<file path="config.mk">
export PLATFORM = sky130hd
export DESIGN_NAME = scoreboard_regfile
export DESIGN_NICKNAME = d
export VERILOG_FILES = /design/src/rtl/regfile_pkg.sv /design/src/rtl/sb_busy_vec.sv /design/src/rtl/scoreboard_regfile.sv
export SDC_FILE = /design/constraint.sdc
export NUM_CORES = 1
export LEC_CHECK = 0
export BUFFER_PORTS_ARGS = -buffer_cell sky130_fd_sc_hd__buf_2
export CORE_UTILIZATION = 34
export CTS_BUF_LIST = sky130_fd_sc_hd__clkbuf_2 sky130_fd_sc_hd__clkbuf_4 sky130_fd_sc_hd__clkbuf_8
export CTS_CLUSTER_DIAMETER = 40
export DETAILED_ROUTE_END_ITERATION = 10
export HOLD_SLACK_MARGIN = 0.08
export SLEW_MARGIN = 20
export SYNTH_ARGS = -nofsm -noshare
export SYNTH_HDL_FRONTEND = slang
export SYNTH_SLANG_ARGS = --single-unit
</file>
<file path="constraint.sdc">
create_clock -name clk_i -period 8.4 [get_ports clk_i]
set_input_delay 0.84 -clock clk_i [delete_from_list [all_inputs] [get_ports clk_i]]
set_output_delay 0.84 -clock clk_i [all_outputs]
set_load 0.02 [all_outputs]
</file>
<file path="src/rtl/regfile_pkg.sv">
// regfile_pkg: shared types and default sizes for the scoreboarded register file.
//   state_e       - two-state sequencer: INIT (clearing sweep) and RUN (operational)
//   DEF_DATA_W    - default register data width
//   DEF_ADDR_W    - default register index width
package regfile_pkg;

  typedef enum logic {
    ST_INIT = 1'b0,
    ST_RUN  = 1'b1
  } state_e;

  localparam int DEF_DATA_W = 32;
  localparam int DEF_ADDR_W = 5;

endpackage : regfile_pkg

</file>
<file path="src/rtl/sb_busy_vec.sv">
// sb_busy_vec: per-register busy bits with a registered popcount.
//   i_clk, i_rst_n - clock, asynchronous active-low reset
//   i_set_en/addr  - mark a register as having an outstanding writer
//   i_clr_en/addr  - writeback retires the outstanding writer
//   o_busy         - current busy vector, one bit per register
//   o_busy_cnt     - number of busy registers, updated on the same edge as o_busy
// When set and clear hit the same register in one cycle the set wins: the
// writeback retires the old producer while the new issue becomes the owner.
module sb_busy_vec #(
  parameter int ADDR_W  = regfile_pkg::DEF_ADDR_W,
  parameter int ZERO_R0 = 1
) (
  input  logic                     i_clk,
  input  logic                     i_rst_n,
  input  logic                     i_set_en,
  input  logic [ADDR_W-1:0]        i_set_addr,
  input  logic                     i_clr_en,
  input  logic [ADDR_W-1:0]        i_clr_addr,
  output logic [(2**ADDR_W)-1:0]   o_busy,
  output logic [ADDR_W:0]          o_busy_cnt
);

  localparam int NUM_REGS = 2**ADDR_W;

  logic [NUM_REGS-1:0] r_busy;
  logic [NUM_REGS-1:0] w_busy_nxt;
  logic [ADDR_W:0]     r_cnt;
  logic [ADDR_W:0]     w_cnt_nxt;

  // NOTE: every variable written in always_comb gets a default on entry, so
  // no path leaves it holding a stale value and no latch is inferred.
  always_comb begin
    w_busy_nxt = r_busy;
    if (i_clr_en) w_busy_nxt[i_clr_addr] = 1'b0;
    if (i_set_en) w_busy_nxt[i_set_addr] = 1'b1;
    if (ZERO_R0 != 0) w_busy_nxt[0] = 1'b0;
  end

  // Count the next vector so the registered count matches r_busy after each edge.
  always_comb begin
    w_cnt_nxt = '0;
    for (int i = 0; i < NUM_REGS; i++) begin
      w_cnt_nxt = w_cnt_nxt + (ADDR_W+1)'(w_busy_nxt[i]);
    end
  end

  // NOTE: sequential state uses non-blocking assignments so every flop
  // samples pre-edge values regardless of block ordering.
  always_ff @(posedge i_clk or negedge i_rst_n) begin
    if (!i_rst_n) begin
      r_busy <= '0;
      r_cnt  <= '0;
    end else begin
      r_busy <= w_busy_nxt;
      r_cnt  <= w_cnt_nxt;
    end
  end

  assign o_busy     = r_busy;
  assign o_busy_cnt = r_cnt;

endmodule : sb_busy_vec

</file>
<file path="src/rtl/scoreboard_regfile.sv">
// scoreboard_regfile: 2-read / 1-write register file with a busy scoreboard.
//   clk_i, rst_n_i            - clock, asynchronous active-low reset
//   rs1/rs2_addr_i            - combinational read indices
//   rs1/rs2_data_o, _busy_o   - read data (write-first bypass) and pending flag
//   issue_valid_i/addr_i      - mark a destination as pending
//   issue_ready_o             - issue accepted this cycle (stalls WAW on a busy reg)
//   wb_valid_i/addr_i/data_i  - writeback: writes data and retires the busy bit
//   ready_o                   - clearing sweep finished, block operational
//   busy_cnt_o                - registered count of busy registers
// After reset an INIT sweep zeroes one entry per cycle; the data array itself
// has no reset, so outputs are forced to zero until the sweep completes.
module scoreboard_regfile
  import regfile_pkg::*;
#(
  parameter int DATA_W  = DEF_DATA_W,
  parameter int ADDR_W  = DEF_ADDR_W,
  parameter int ZERO_R0 = 1
) (
  input  logic              clk_i,
  input  logic              rst_n_i,
  input  logic [ADDR_W-1:0] rs1_addr_i,
  input  logic [ADDR_W-1:0] rs2_addr_i,
  output logic [DATA_W-1:0] rs1_data_o,
  output logic [DATA_W-1:0] rs2_data_o,
  output logic              rs1_busy_o,
  output logic              rs2_busy_o,
  input  logic              issue_valid_i,
  input  logic [ADDR_W-1:0] issue_addr_i,
  output logic              issue_ready_o,
  input  logic              wb_valid_i,
  input  logic [ADDR_W-1:0] wb_addr_i,
  input  logic [DATA_W-1:0] wb_data_i,
  output logic              ready_o,
  output logic [ADDR_W:0]   busy_cnt_o
);

  localparam int NUM_REGS = 2**ADDR_W;
  localparam logic [ADDR_W-1:0] LAST_IDX = ADDR_W'(NUM_REGS-1);

  state_e              r_state;
  state_e              w_state_nxt;
  logic [ADDR_W-1:0]   r_idx;
  logic [ADDR_W-1:0]   w_idx_nxt;
  logic [DATA_W-1:0]   r_mem [NUM_REGS];
  logic [NUM_REGS-1:0] w_busy;
  logic                w_run;
  logic                w_issue_fire;
  logic                w_wb_fire;
  logic                w_rs1_byp;
  logic                w_rs2_byp;

  function automatic logic is_writable(input logic [ADDR_W-1:0] addr);
    return !((ZERO_R0 != 0) && (addr == '0));
  endfunction

  // ---------------- sequencer ----------------
  always_ff @(posedge clk_i or negedge rst_n_i) begin
    if (!rst_n_i) begin
      r_state <= ST_INIT;
      r_idx   <= '0;
    end else begin
      r_state <= w_state_nxt;
      r_idx   <= w_idx_nxt;
    end
  end

  // Leave INIT on the same edge that clears the last entry.
  always_comb begin
    w_state_nxt = r_state;
    w_idx_nxt   = r_idx;
    unique case (r_state)
      ST_INIT: begin
        w_idx_nxt = r_idx + 1'b1;
        if (r_idx == LAST_IDX) begin
          w_state_nxt = ST_RUN;
          w_idx_nxt   = '0;
        end
      end
      ST_RUN: ;
      default: begin
        w_state_nxt = ST_INIT;
        w_idx_nxt   = '0;
      end
    endcase
  end

  assign w_run   = (r_state == ST_RUN);
  assign ready_o = w_run;

  // ---------------- data array ----------------
  // NOTE: the array is deliberately left out of the async reset; the INIT
  // sweep zeroes it, which keeps it mappable onto plain RAM/flop arrays.
  always_ff @(posedge clk_i) begin
    if (!w_run) begin
      r_mem[r_idx] <= '0;
    end else if (w_wb_fire) begin
      r_mem[wb_addr_i] <= wb_data_i;
    end
  end

  // ---------------- scoreboard ----------------
  // A same-cycle writeback to the target retires the old producer, so the
  // new issue may proceed instead of stalling on WAW.
  assign issue_ready_o = w_run &&
                         (!w_busy[issue_addr_i] ||
                          (wb_valid_i && (wb_addr_i == issue_addr_i)));
  assign w_issue_fire  = issue_valid_i && issue_ready_o;
  assign w_wb_fire     = w_run && wb_valid_i && is_writable(wb_addr_i);

  sb_busy_vec #(
    .ADDR_W  (ADDR_W),
    .ZERO_R0 (ZERO_R0)
  ) u_busy (
    .i_clk      (clk_i),
    .i_rst_n    (rst_n_i),
    .i_set_en   (w_issue_fire),
    .i_set_addr (issue_addr_i),
    .i_clr_en   (w_wb_fire),
    .i_clr_addr (wb_addr_i),
    .o_busy     (w_busy),
    .o_busy_cnt (busy_cnt_o)
  );

  // ---------------- read ports ----------------
  assign w_rs1_byp = wb_valid_i && (wb_addr_i == rs1_addr_i);
  assign w_rs2_byp = wb_valid_i && (wb_addr_i == rs2_addr_i);

  // Priority: not running -> 0; hard-wired r0 -> 0; bypass; array.
  always_comb begin
    rs1_data_o = '0;
    rs1_busy_o = 1'b0;
    if (w_run && is_writable(rs1_addr_i)) begin
      if (w_rs1_byp) begin
        rs1_data_o = wb_data_i;
      end else begin
        rs1_data_o = r_mem[rs1_addr_i];
        rs1_busy_o = w_busy[rs1_addr_i];
      end
    end
  end

  always_comb begin
    rs2_data_o = '0;
    rs2_busy_o = 1'b0;
    if (w_run && is_writable(rs2_addr_i)) begin
      if (w_rs2_byp) begin
        rs2_data_o = wb_data_i;
      end else begin
        rs2_data_o = r_mem[rs2_addr_i];
        rs2_busy_o = w_busy[rs2_addr_i];
      end
    end
  end

endmodule : scoreboard_regfile

</file>
Yosys cells after proc, flatten, opt, wreduce, memory -nomap -nowiden
Memories as Yosys holds them, arrays and structs flattened.
Index checks and enable logic that the tools add are counted.

storage, ports and cells
  bits in registers = 43
  memories kept = 1
  output and inout port bits = 74
  bits in writable memories = 1024

operators by class
  reductions and logical operators = 20
  muxes and demuxes = 30
  order comparisons = 6
  equal/unequal tests = 4
  bitwise gates (word level) = 3
  $add $sub $neg = 31

memory list
  memory  depth  bits a word  read ports  clocked after Yosys merged registers in  write ports  RTL line                  source
  r_mem   32     32           2           0                                        1            scoreboard_regfile.sv:44  logic [DATA_W-1:0] r_mem [NUM_REGS];

operator list
  cell                 number
  $mux 32              7
  $add 6x1->6          29
  $and 32x32->32       1
  $not 32->32          1
  $or 32x32->32        1
  $reduce_or 32->1     1
  $lt 5x6->1 const B   4
  $mux 1               16
  $bmux 1 s5           3
  $eq 5x5->1           3
  $logic_not 5->1      3
  $logic_and 1x1->1    11
  $demux 1 s5          2
  $ge 5x1->1 const B   2
  $mux 5               2
  $add 5x1->5 const B  1
  $eq 5x5->1 const B   1
  $logic_not 1->1      4
  $add 1x1->2          1
  $logic_or 1x1->1     1

Longest topological paths before layout
  word-level depth = 39
  gate-level depth with buffers = 25

By module
A second synthesis with hierarchy kept.

second synthesis, totals
  cells, all modules = 2816
  area, all modules = 51906.0 sq um

by module, submodules not included
  module              instances  cells an instance  area each (sq um)
  scoreboard_regfile  1          2598               49588.8
  sb_busy_vec         1          218                2317.2

Least setup slack after synthesis
Ideal clock, no wire load.

  kind = input port to flip-flop
  start = input issue_addr_i[2]
  end = register u_busy.r_cnt[4], in the netlist u_busy.o_busy_cnt[4]
  buffers on the path = 3
  library setup time = 0.123 ns
  data arrival time = 6.658 ns
  setup slack = 1.619 ns
  stages on the path = 24
  cells stage by stage = clkbuf_1 -> or3b_2 -> clkbuf_1 -> nand2b_1 -> o211ai_1 -> o21a_1 -> clkbuf_1 -> o31ai_1 -> ha_1 -> inv_1 -> fa_1 -> fa_1 -> inv_1 -> fa_1 -> fa_1 -> fa_1 -> fa_1 -> ha_1 -> inv_1 -> fa_1 -> inv_1 -> a21o_1 -> a21oi_1 -> xnor2_1

on the way
  cells in the longest elaborated chain, start to end = 37

RTL lines
  element                                             RTL line                  source
  from (decl)                                         scoreboard_regfile.sv:28  input logic [ADDR_W-1:0] issue_addr_i,
  branches (longest 6 deep; another with $lt 5x6->1)  --
  $mux 32 *                                           sb_busy_vec.sv:35         if (i_set_en) w_busy_nxt[i_set_addr] = 1'b1;
  named net u_busy.w_busy_nxt[1]                      sb_busy_vec.sv:26         logic [NUM_REGS-1:0] w_busy_nxt;
  $add 1x1->2 *                                       sb_busy_vec.sv:43         w_cnt_nxt = w_cnt_nxt + (ADDR_W+1)'(w_busy_nxt[i]);
  $add 6x1->6 * (29 in a row)                         sb_busy_vec.sv:43
  named net u_busy.w_cnt_nxt[4]                       sb_busy_vec.sv:28         logic [ADDR_W:0] w_cnt_nxt;
  to (signal assigned)                                sb_busy_vec.sv:55         r_cnt <= w_cnt_nxt;
  to (decl)                                           sb_busy_vec.sv:27         logic [ADDR_W:0] r_cnt;

Mark *: on every way through the listed nets, which the timed path passes. The select of a mux whose other input is x is not followed.
A chain may end at the register's enable or synchronous reset.

Final worst setup path
  start = register u_busy.r_busy[7], in the netlist u_busy.o_busy[7]
  end = register u_busy.r_cnt[4], in the netlist u_busy.o_busy_cnt[4]

on the way
  cells in the longest elaborated chain, start to end = 37

RTL lines
  element                        RTL line                   source
  from (decl)                    sb_busy_vec.sv:25          logic [NUM_REGS-1:0] r_busy;
  from (signal assigned)         sb_busy_vec.sv:54          r_busy <= w_busy_nxt;
  $bmux 1 s5                     scoreboard_regfile.sv:105  (!w_busy[issue_addr_i] ||
  $mux 1 (not written as such)   scoreboard_regfile.sv:105
  $logic_not 1->1                scoreboard_regfile.sv:105
  $logic_or 1x1->1               scoreboard_regfile.sv:105
  $logic_and 1x1->1              scoreboard_regfile.sv:104  assign issue_ready_o = w_run &&
  $logic_and 1x1->1              scoreboard_regfile.sv:107  assign w_issue_fire = issue_valid_i && issue_ready_o;
  $mux 32 *                      sb_busy_vec.sv:35
  $add 1x1->2                    sb_busy_vec.sv:43
  $add 6x1->6 (28 in a row)      sb_busy_vec.sv:43
  $add 6x1->6 *                  sb_busy_vec.sv:43
  named net u_busy.w_cnt_nxt[4]  sb_busy_vec.sv:28

The timed path passes the listed nets; every way through them passes the cells marked *. The select of a mux whose other input is x is not followed.

==> run_results.csv <==
group,metric,value,unit
status,outcome,"complete, no violations",
placed_design,place_hpwl,91.3,mm
floorplan,die_h,393,um
sta,fmax,0.150,GHz
finish,drive_gt1_share,32.3,%
grt,antenna_found_initial,7,
yosys,syn-mean-instance-area,18.2,um^2
grt,grt_pass1_wl,231,mm
yosys,synth_most_common_cell,"edfxtp_1",
detailed_routing,ant_nets,0,
worst_setup_path,endpoint_kind,"register",
detailed_routing,top_layer_used,"met5",
detailed_routing,drc_errors,0,
finish,nNetsFinal,3115,
worst_setup_path,r2r-start,"u_busy.o_busy[7]$_DFF_PN0_",
yosys,syn_area,52100,um^2
worst_setup_path,cp.required,9.14,ns
finish,num-fill-cells,13800,
detailed_routing,drt_iter0_markers,3785,
clock_network,clk_latency,0.89,ns
yosys,synthTopCellsByArea,"edfxtp_1 (59%), mux4_2 (20%), mux2i_1 (5.2%)",
min_path,min_from,"issue_addr_i[2]",
sta,rsz0062_at_grt,"no",
detailed_routing,wl_met3,13.0,mm
yosys,ys.flop_type,"edfxtp_1",
detailed_routing,wl_met1,63.4,mm
yosys,ys_seq_area_share,61.1,%
yosys,synthCells,2860,
sta,slew_violations,0,
yosys,post-synth-top-area-fraction,59.1,%
yosys,synth-edff-count,1024,
detailed_routing,drt-total-wl,163,mm
worst_setup_path,ff2ff_path_depth,20,
placed_design,gp_congestion,0.899,
clock_network,path_clk_slew,0.06,ns
clock_network,postCtsSetupBuffers,0,
detailed_routing,vias,31300,
worst_setup_path,worstSetupPathType,"register to register",
worst_setup_path,path_max_fanout,26,
grt,grt_usage,20.7,%
worst_setup_path,crit-reg2reg-capture,"u_busy.o_busy_cnt[4]$_DFF_PN0_",
min_path,hold_depth,3,
clock_network,cts_num_sinks,1067,
pwr,p_leak,20.9,nW
sta,setup_tns,0,ns
run,drv_cap,0,
clock_network,cts_tree,"built",
grt,grt_max_degree,92,
floorplan,rows,143,
pwr,p_per_area,211,nW/um^2
sta,finalCritPeriodShare,79.3,%
clock_network,h-tree-depth,4,
worst_setup_path,arrival,7.40,ns
yosys,syn-num-nets,2950,
worst_setup_path,startpoint_type,"register",
detailed_routing,wl_per_cell,31.4,um
floorplan,initial_core_util,34.3,%
clock_network,holdBufCountCts,0,
clock_network,cts_buffer_depth,3,
yosys,ys_warn_count,0,
grt,grt_pass1_vias,31800,
yosys,yosysUniqueCellTypes,58,
sta,worst_pin_slew,1.15,ns
clock_network,cts.repair.resized,0,
floorplan,fp.dieArea,155000,um^2
yosys,synth_top_area_cell,"edfxtp_1",
floorplan,boundaryPins,130,
floorplan,core,152000,um^2
grt,gr-total-overflow,0,
yosys,synthTopCellsByCount,"edfxtp_1 (1024), mux4_2 (463), mux2i_1 (269), a221oi_1 (126), clkbuf_1 (119)",
placed_design,numPortBuffers,129,
min_path,hold_end,"u_busy.o_busy[5]$_DFF_PN0_",
clock_network,cts_buffers,174,
yosys,async_flop_share,4.03,%
detailed_routing,firstDrtPassIters,7,
finish,syn_to_final_growth,12.7,%
sta,period_needed,6.66,ns
clock_network,cts-root-buf,"clkbuf_8",
min_path,hp-class,"input pin to register",
sta,fin_skew,0.0416,ns
detailed_routing,viasPerCell,6.02,
floorplan,die_w,393,um
pwr,power,12.4,mW
yosys,synth_seq_cells,1067,
sta,hold_viol,0,
sta,setup_viol,0,
worst_setup_path,rrSetupSlack,1.74,ns
pwr,ir_drop,200,uV
detailed_routing,met2_length,80.3,mm
sta,slew_headroom,23.0,%
-- worst max-delay path: stages, from the launching register on --
cell	delay [ns]
dfrtp_1	0.41
mux4_2	0.48
o21ai_0	0.15
o211ai_1	0.12
o21a_1	0.45
buf_4	0.35
o31a_1	0.33
fa_1	0.61
fa_1	0.46
fa_1	0.52
inv_1	0.06
fa_1	0.56
fa_1	0.44
fa_1	0.52
ha_1	0.18
inv_1	0.07
fa_1	0.45
inv_1	0.07
a21o_1	0.11
a21oi_1	0.07
xnor2_1	0.13
-- registers in the layout, summed over array words and instances, names as in the netlist --
signal and count:
u_busy.o_busy_cnt 6, r_idx 5, ready_o 1, r_mem 1024
u_busy.o_busy 31
-- stage by stage --
stage / hold WS, ns / util (%) / setup WS, ns / instance area, um^2 / instances
global placement: 0.610 / 36.3 / 0.956 / 55100 / 4876
global route: 0.432 / 38.6 / 1.36 / 58700 / 5197
CTS: 0.0861 / 38.6 / 1.75 / 58600 / 5191
finish: 0.466 / 38.6 / 1.74 / 58700 / 5198
detailed placement: 0.612 / 36.3 / 0.971 / 55100 / 4876
floorplan: 0.529 / - / 1.62 / 52100 / 2860
-- final cells by class --
class	count	area (um^2)	area share (%)
diodes	4	10.0	0.0171
clock buffers	220	2770	4.72
clock inverters	95	758	1.29
inverters	38	145	0.247
multi-input cells	1526	19200	32.8
flip-flops and latches	1067	31800	54.2
well taps	2030	2540	4.33
repair buffers	218	1420	2.42
-- placed cells by master (no fill, tap or decap), types with 14 or more instances in the layout --
master / n
a22oi_1: 63
nor2b_1: 63
fa_1: 23
dfrtp_1: 43
o31a_1: 19
nor2_1: 23
mux4_2: 463
clkinv_1: 40
buf_4: 87
clkbuf_4: 41
mux2i_1: 269
inv_1: 35
nor2_4: 36
o31ai_1: 32
a211o_1: 60
buf_2: 121
xnor2_1: 14
nand2_1: 19
o21ai_0: 70
clkbuf_8: 179
o21bai_1: 30
a21oi_1: 65
a221oi_1: 126
edfxtp_1: 1024
and2_1: 22
clkinv_2: 25
-- per-layer routing --
| metal | global-route usage, % | vias to the layer above |
|---|---|---|
| met2 | 34.6 | 1674 |
| met5 | 0 | - |
| li1 | - | 12600 |
| met4 | 8.09 | 2 |
| met3 | 3.30 | 351 |
| met1 | 27.1 | 16700 |
-- where the power goes --
group | leakage, nW | switching [mW] | total [mW] | internal [mW]
combinational | 7.86 | 1.08 | 1.81 | 0.733
sequential | 11.2 | 0.0256 | 5.92 | 5.90
clock | 1.84 | 2.19 | 4.66 | 2.47
-- how the worst max path moves through the flow --
stage                                                end                        from  cells past startpoint
after CTS                 u_busy.o_busy_cnt[4]$_DFF_PN0_  u_busy.o_busy[7]$_DFF_PN0_                     20
after global placement    u_busy.o_busy_cnt[4]$_DFF_PN0_             issue_addr_i[0]                     22
after floorplan           u_busy.o_busy_cnt[4]$_DFF_PN0_             issue_addr_i[2]                     24
after detailed placement  u_busy.o_busy_cnt[4]$_DFF_PN0_             issue_addr_i[1]                     21
after global routing      u_busy.o_busy_cnt[4]$_DFF_PN0_  u_busy.o_busy[7]$_DFF_PN0_                     21
final                     u_busy.o_busy_cnt[4]$_DFF_PN0_  u_busy.o_busy[7]$_DFF_PN0_                     20
-- logic make-up (layout without fill, tap and decap cells) --
group	Yosys count	after routing	share of synthesized area, %
AO/OA/AOI/OAI	510	510	7.21
XOR/XNOR	18	18	0.303
adder cells (fa/ha/maj)	34	34	1.15
buffers and inverters	267	571	2.55
flip-flops	1067	1067	61.1
multiplexers	736	736	25.3
other	0	4	0
AND/OR/NAND/NOR	228	228	2.38
(Power assumes the default switching activity.)
